### src/rtl/aes_shift_rows_pipe.sv
// Pipelined Rijndael ShiftRows/InvShiftRows stage (Nb = 4/6/8) with valid/ready back-pressure.
// Build option: define SHIFT_ROWS_INV_EN to honour in_inv; otherwise every block is forward-permuted.
module aes_shift_rows_pipe #(
   parameter  int NB     = 4,
   parameter  int STAGES = 1,
   localparam int W      = 32 * NB
) (
   input  logic         clk,
   input  logic         reset,
   input  logic         in_valid,
   output logic         in_ready,
   input  logic         in_inv,
   input  logic [W-1:0] in_data,
   output logic         out_valid,
   input  logic         out_ready,
   output logic [W-1:0] out_data,
   output logic [15:0]  blk_count
);

   if (!(NB == 4 || NB == 6 || NB == 8)) begin : g_bad_nb
      $error("aes_shift_rows_pipe: NB must be 4, 6 or 8");
   end
   if (STAGES < 1 || STAGES > 4) begin : g_bad_stages
      $error("aes_shift_rows_pipe: STAGES must be in 1..4");
   end

   // Source byte index feeding destination byte k (byte k sits at row k%4, column k/4).
   function automatic int unsigned src_byte(input int unsigned k, input bit inv);
      int unsigned r;
      int unsigned c;
      int unsigned s;
      int unsigned sc;
      r  = k % 4;
      c  = k / 4;
      s  = (NB == 8 && r >= 2) ? r + 1 : r;
      sc = inv ? (c + NB - s) % NB : (c + s) % NB;
      return 4 * sc + r;
   endfunction

   logic [W-1:0] fwd_perm;
   logic [W-1:0] perm;

   for (genvar k = 0; k < 4 * NB; k++) begin : g_fwd
      assign fwd_perm[W-1-8*k -: 8] = in_data[W-1-8*src_byte(k, 1'b0) -: 8];
   end

`ifdef SHIFT_ROWS_INV_EN
   logic [W-1:0] inv_perm;

   for (genvar k = 0; k < 4 * NB; k++) begin : g_inv
      assign inv_perm[W-1-8*k -: 8] = in_data[W-1-8*src_byte(k, 1'b1) -: 8];
   end

   assign perm = in_inv ? inv_perm : fwd_perm;
`else
   logic unused_inv;
   assign unused_inv = in_inv;
   assign perm       = fwd_perm;
`endif

   // Each stage's load enable ripples back from out_ready, so a full pipe still
   // accepts a new block in the same cycle it hands one downstream.
   for (genvar i = 0; i < STAGES; i++) begin : g_stage
      logic         v;
      logic [W-1:0] d;
      logic         load;
      logic         src_v;
      logic [W-1:0] src_d;

      if (i == STAGES - 1) begin : g_tail
         assign load = !v || out_ready;
      end else begin : g_body
         assign load = !v || g_stage[i+1].load;
      end

      if (i == 0) begin : g_head
         assign src_v = in_valid;
         assign src_d = perm;
      end else begin : g_link
         assign src_v = g_stage[i-1].v;
         assign src_d = g_stage[i-1].d;
      end

      always_ff @(posedge clk) begin
         if (reset) begin
            v <= 1'b0;
            d <= '0;
         end else if (load) begin
            v <= src_v;
            if (src_v) begin
               d <= src_d;
            end
         end
      end
   end

   assign in_ready  = g_stage[0].load || reset;
   assign out_valid = g_stage[STAGES-1].v;
   assign out_data  = g_stage[STAGES-1].d;

   always_ff @(posedge clk) begin
      if (reset) begin
         blk_count <= '0;
      end else if (out_valid && out_ready) begin
         blk_count <= blk_count + 16'd1;
      end
   end

endmodule

### config.mk
export PLATFORM = sky130hd
export DESIGN_NAME = aes_shift_rows_pipe
export DESIGN_NICKNAME = d
export VERILOG_FILES = /design/src/rtl/aes_shift_rows_pipe.sv
export SDC_FILE = /design/constraint.sdc
export NUM_CORES = 1
export LEC_CHECK = 0
export BUFFER_PORTS_ARGS = -buffer_cell sky130_fd_sc_hd__buf_2
export CORE_AREA = 2 2 108 110
export CTS_BUF_LIST = sky130_fd_sc_hd__clkbuf_4
export CTS_CLUSTER_SIZE = 24
export DETAILED_ROUTE_END_ITERATION = 6
export DIE_AREA = 0 0 110 112
export HOLD_SLACK_MARGIN = 0.05
export PLACE_DENSITY = 0.9
export SETUP_SLACK_MARGIN = 0.3
export SYNTH_ARGS = -nofsm -noshare
export SYNTH_HDL_FRONTEND = slang
export SYNTH_SLANG_ARGS = --single-unit
### constraint.sdc
create_clock -name clk -period 2.1 [get_ports clk]
set_input_delay 0.21 -clock clk [delete_from_list [all_inputs] [get_ports clk]]
set_output_delay 0.21 -clock clk [all_outputs]
set_load 0.02 [all_outputs]
After elaboration in Yosys (flattened, before gate mapping)
Index checks and enable logic that the tools add are counted.
{"block": "classes", "n_addsub": 1, "n_reduce_logical": 5}
{"operator": "$add 16x1->16 const B", "n": 1}
{"operator": "$logic_or 1x1->1", "n": 2}
{"operator": "$reduce_and 2->1", "n": 1}
{"operator": "$logic_and 1x1->1", "n": 1}
{"operator": "$logic_not 1->1", "n": 1}
{"block": "word_totals", "ff_bits": 145, "in_bits": 133, "elab_cells": 9}

Depth between registers and ports, before layout
{"block": "logic_depth", "depth_word": 3, "depth_mapped": 6, "mapped_depth_nobuf": 5}

Worst setup path before layout
No wires, ideal clock.
{"block": "synth_path", "kind": "flip-flop to flip-flop", "start": "reg blk_count[0]", "end": "reg blk_count[14]", "setup_ns": 0.070, "t_arrival_ns": 1.524, "slack_ns": 0.506, "path_stages_with_launch": 5, "path_cell_list": "dfxtp_1 > ha_1 > nand4_1 > or4_1 > a21oi_1"}
{"block": "synth_via", "elab_chain_cells": 1}
{"item": "start, declared", "line": "17", "text": "output logic [15:0] blk_count"}
{"item": "start signal, assigned", "line": "105", "text": "blk_count <= blk_count + 16'd1;"}
{"item": "$add 16x1->16", "line": "105"}
No other way between the ends.
A chain may end at the register's enable or synchronous reset.

Worst setup path in the final report
{"block": "layout_path", "start": "in out_ready", "end": "out in_ready"}
{"block": "layout_via", "elab_chain_cells": 2}
{"item": "start, declared", "line": "15", "text": "input logic out_ready,"}
{"item": "$logic_or 1x1->1", "line": "71", "text": "assign load = !v || out_ready;"}
{"item": "$logic_or 1x1->1", "line": "97", "text": "assign in_ready = g_stage[0].load || reset;"}
{"item": "end, declared", "line": "11", "text": "output logic in_ready,"}
No other way between the ends.

==> summary.md <==
| Metric | Value |
|---|---|
| Status | finished clean |
| Power Total | 6.131 mW |
| Initial antenna violation count | 0 |
| Clk sinks | 145 |
| Worst-Margin Slew | 0.3735 ns |
| Vias in the first global route | 6,237 |
| Die Area | 12,320 um2 |
| Hold Path Class | in -> reg |
| Setup bufs post-CTS | 0 |
| CP most frequent cell | buf_2 |
| Worst EP required | 1.89 ns |
| Minimum clock period | 1.707 ns |
| Row count | 39 |
| Vias/cell | 5.224 |
| GP Congestion | ~0.8 |
| Setup slack, reg-to-reg | 0.43 ns |
| Buffers & Inverters on Critical Path | 3 |
| CTS tree | built |
| Max-cap viol count | 0 |
| Overflow after GRT | 0 |
| Final setup TNS | 0 ns |
| Syn Nets | between 700 and 800 |
| H-tree Lvls | 4 |
| Crit path capture type | output pin |
| # IOs | around 280 |
| Clock root buffer master | clkbuf_4 |
| Slew Viols, Final | 0 |
| Detailed Route Iter0 Violations | around 560 |
| Final WL | a little under 20,000 um |
| ANT nets after route | 0 |
| Finished Layout Cells | 1,193 |
| Sequential fraction of the synthesis area | 0.5615 |
| Synth unique cells | 27 |
| Worst-path clk slew | 0.12 ns |
| Fmax | 586.0 MHz |
| Post-Synth Adder-Cell Area | 0.002420 |
| DRT Pass-1 Iters | 6 |
| Final setup margin | about 0.39 ns |
| Main combinational cell family by area after synthesis | simple AND/OR/NAND/NOR gates |
| Dominant cells by area after synthesis | dfxtp_1 (56%), nand2_1 (19%), a21oi_1 (13%), buf_2 (1.8%), buf_4 (1.3%) |
| Critical path type | in -> out |
| XOR/XNOR Fraction of Synth Area | 0.01694 |
| Area Growth Syn to Fin | 61.42% |
| CP Cell Sequence | dlygate4sd3_1, buf_2, and2b_2, nand2b_1, buf_2 |
| Top FF cell, synth | dfxtp_1 |
| First-pass GRT wire length | 30,370 um |
| Layout cells sized above 1 | 0.3076 |
| Placed cells | around 1,000 |
| Largest net degree at the start of global routing | 80 |
| Sequential Area | 2904 um2 |
| Wire length per cell | between 15 and 20 um |
| Critical path origin | out_ready |
| CP peak stage delay | 0.54 ns |
| Worst r2r dst | blk_count[10] |
| Fin crit share | 0.8127 |
| Yosys warns | 0 |
| Crit path max fanout | 8 |
| Mux cell area share after synthesis | 0 |
| Post-synth top area share | 0.5615 |
| Fillcell total | ~670 |
| Cell taking the most area after synthesis | dfxtp_1 |
| RSZ-0062 raised after global routing | true |
| Number of cells on the worst reg-to-reg path | 5 |
| Via count | a little over 6,000 |
| Die H | 112 um |
| Max IR drop VDD | 523.7 uV |
| Commonest cells in the netlist | nand2_1 (263), dfxtp_1 (145), a21oi_1 (134) |
| Synthesized area | 5170 um2 |
| Final net count | 1,171 |
| Gate Count Post-Synth | approximately 650 |
| Worst r2r src | blk_count[0] |
| Yosys reg bits | 145 |
| Setup violations, final | 0 |
| Crit path max-delay family | buffers and inverters |
| Port bufs | about 280 |
| CTS Buf Count | 17 |
| Core box area | 11,170 um2 |
| N_diodes | 0 |
| Multi-input logic area | between 2000 and 2500 um2 |
| Setup crit start kind | primary input |
| Clock buffer depth | 2 |
| Syn avg cell area | 8.015 um2 |
| Leakage | roughly 3.9 nW |
| Ys async rst share | 0 |
| Final count of hold timing violations | 0 |
| CP max stage cell | dlygate4sd3_1 |
| Compound-Gate Fraction of Synth Area | 0.1365 |
| Latest clock arrival within the worst-skew pair | between 0.5 and 0.6 ns |
| Setup WS pre-CTS | 0.4012 ns |
| Residual DRC count | 0 |
| Number of cells on the critical path | 5 |
| Aggregate global-route resource usage | 0.3188 |
| Simple-Gate Fraction of Synth Area | 0.2381 |
| Starting density of the core | 0.4627 |
| Worst Skew | roughly 0.019 ns |
| Placed wire-length estimate | 10,300 um |
| WP data arrival | 1.50 ns |
| Cell with the most instances after synthesis | nand2_1 |
| Power per cell area | 734.6 nW/um2 |
| Relative slew slack | 0.7487 |
| Post-synth EDFFs | 0 |
| Die X | about 110 um |
| Critical Path End | in_ready |
final cells by class:
| class | count | area share |
|---|---|---|
| sequential | 145 | 0.3480 |
| timing repair buffer | 417 | 0.3424 |
| multi-input combinational | 454 | 0.2460 |
| tap | 143 | 0.02144 |
| clock buffer | 21 | 0.01889 |
| clock inverter | 11 | 0.02234 |
| inverter | 2 | 0.0008996 |
worst min-delay path, stage by stage:
cell and delay (ns):
dlygate4sd3_1 0.53, buf_2 0.12, nand2_1 0.04, a21oi_1 0.05
power breakdown:
part           switching [mW]  internal, mW  leakage (nW)
Clock                   0.973          1.11         0.179
Sequential             0.0801          2.90          1.19
Combinational           0.603         0.470          2.56
placed cells by master, fill, tap and decap left out, types with 3 or more instances in the layout:
| cell | Yosys | final |
|---|---|---|
| a21oi_1 | 134 | 134 |
| buf_12 | 0 | 7 |
| buf_2 | 19 | 276 |
| bufinv_16 | 0 | 5 |
| clkbuf_4 | 0 | 21 |
| dfxtp_1 | 145 | 144 |
| dlygate4sd3_1 | 0 | 132 |
| nand2_1 | 263 | 263 |
| nand3_1 | 6 | 6 |
| nand4_1 | 3 | 3 |
| nor2_1 | 12 | 12 |
| nor4_1 | 3 | 3 |
| o31ai_1 | 4 | 4 |
| or4_1 | 4 | 4 |
| xnor2_1 | 5 | 5 |
| xor2_1 | 5 | 5 |
sequential cells by signal, summed over array words and instances (netlist names):
signal     cells
out_data     128
blk_count     16
out_valid      1
metal layers:
layer / wire [um] / global-route usage / share of wire
met1: 6865 / 0.3241 / 0.35
met2: 9825 / 0.5489 / 0.50
met3: 1843 / 0.1089 / 0.094
met4: 1064 / 0.1983 / 0.054
met5: 0 / 0 / 0
how the worst min path moves through the flow:
| stage | end | from | cells past startpoint | slack (ns) |
|---|---|---|---|---|
| floorplan | out_valid | in_valid | 2 | 0.33 |
| global placement | out_data[30] | out_data[30] | 2 | 0.44 |
| detailed placement | out_data[3] | out_data[3] | 2 | 0.44 |
| CTS | out_data[101] | in_data[5] | 4 | 0.37 |
| global route | out_data[77] | in_data[13] | 4 | 0.40 |
| finish | out_data[2] | in_data[34] | 4 | 0.42 |
through the flow:
step                      utilization  hold WS [ns]  cell area (um2)
after floorplan                     -        0.3307             5170
after global placement         0.5976        0.4381             6678
after detailed placement       0.5976        0.4433             6678
after CTS                      0.7467        0.3700             8344
after global routing           0.7468        0.3995             8346
final                          0.7468        0.4232             8346
logic make-up after synthesis:
logic type	count (synthesis)
AND/OR/NAND/NOR	304
flip-flops	145
AO/OA/AOI/OAI	139
buffers and inverters	46
XOR/XNOR	10
adder cells (fa/ha/maj)	1
repair_timing:
action,4_1_cts,5_1_grt
hold endpoints to repair,132,0
endpoints found under the setup margin,1,4
hold buffers,132,0
gates resized for setup,1,1
pin swaps,0,0
Note: power is estimated with default switching activity, not from simulation.
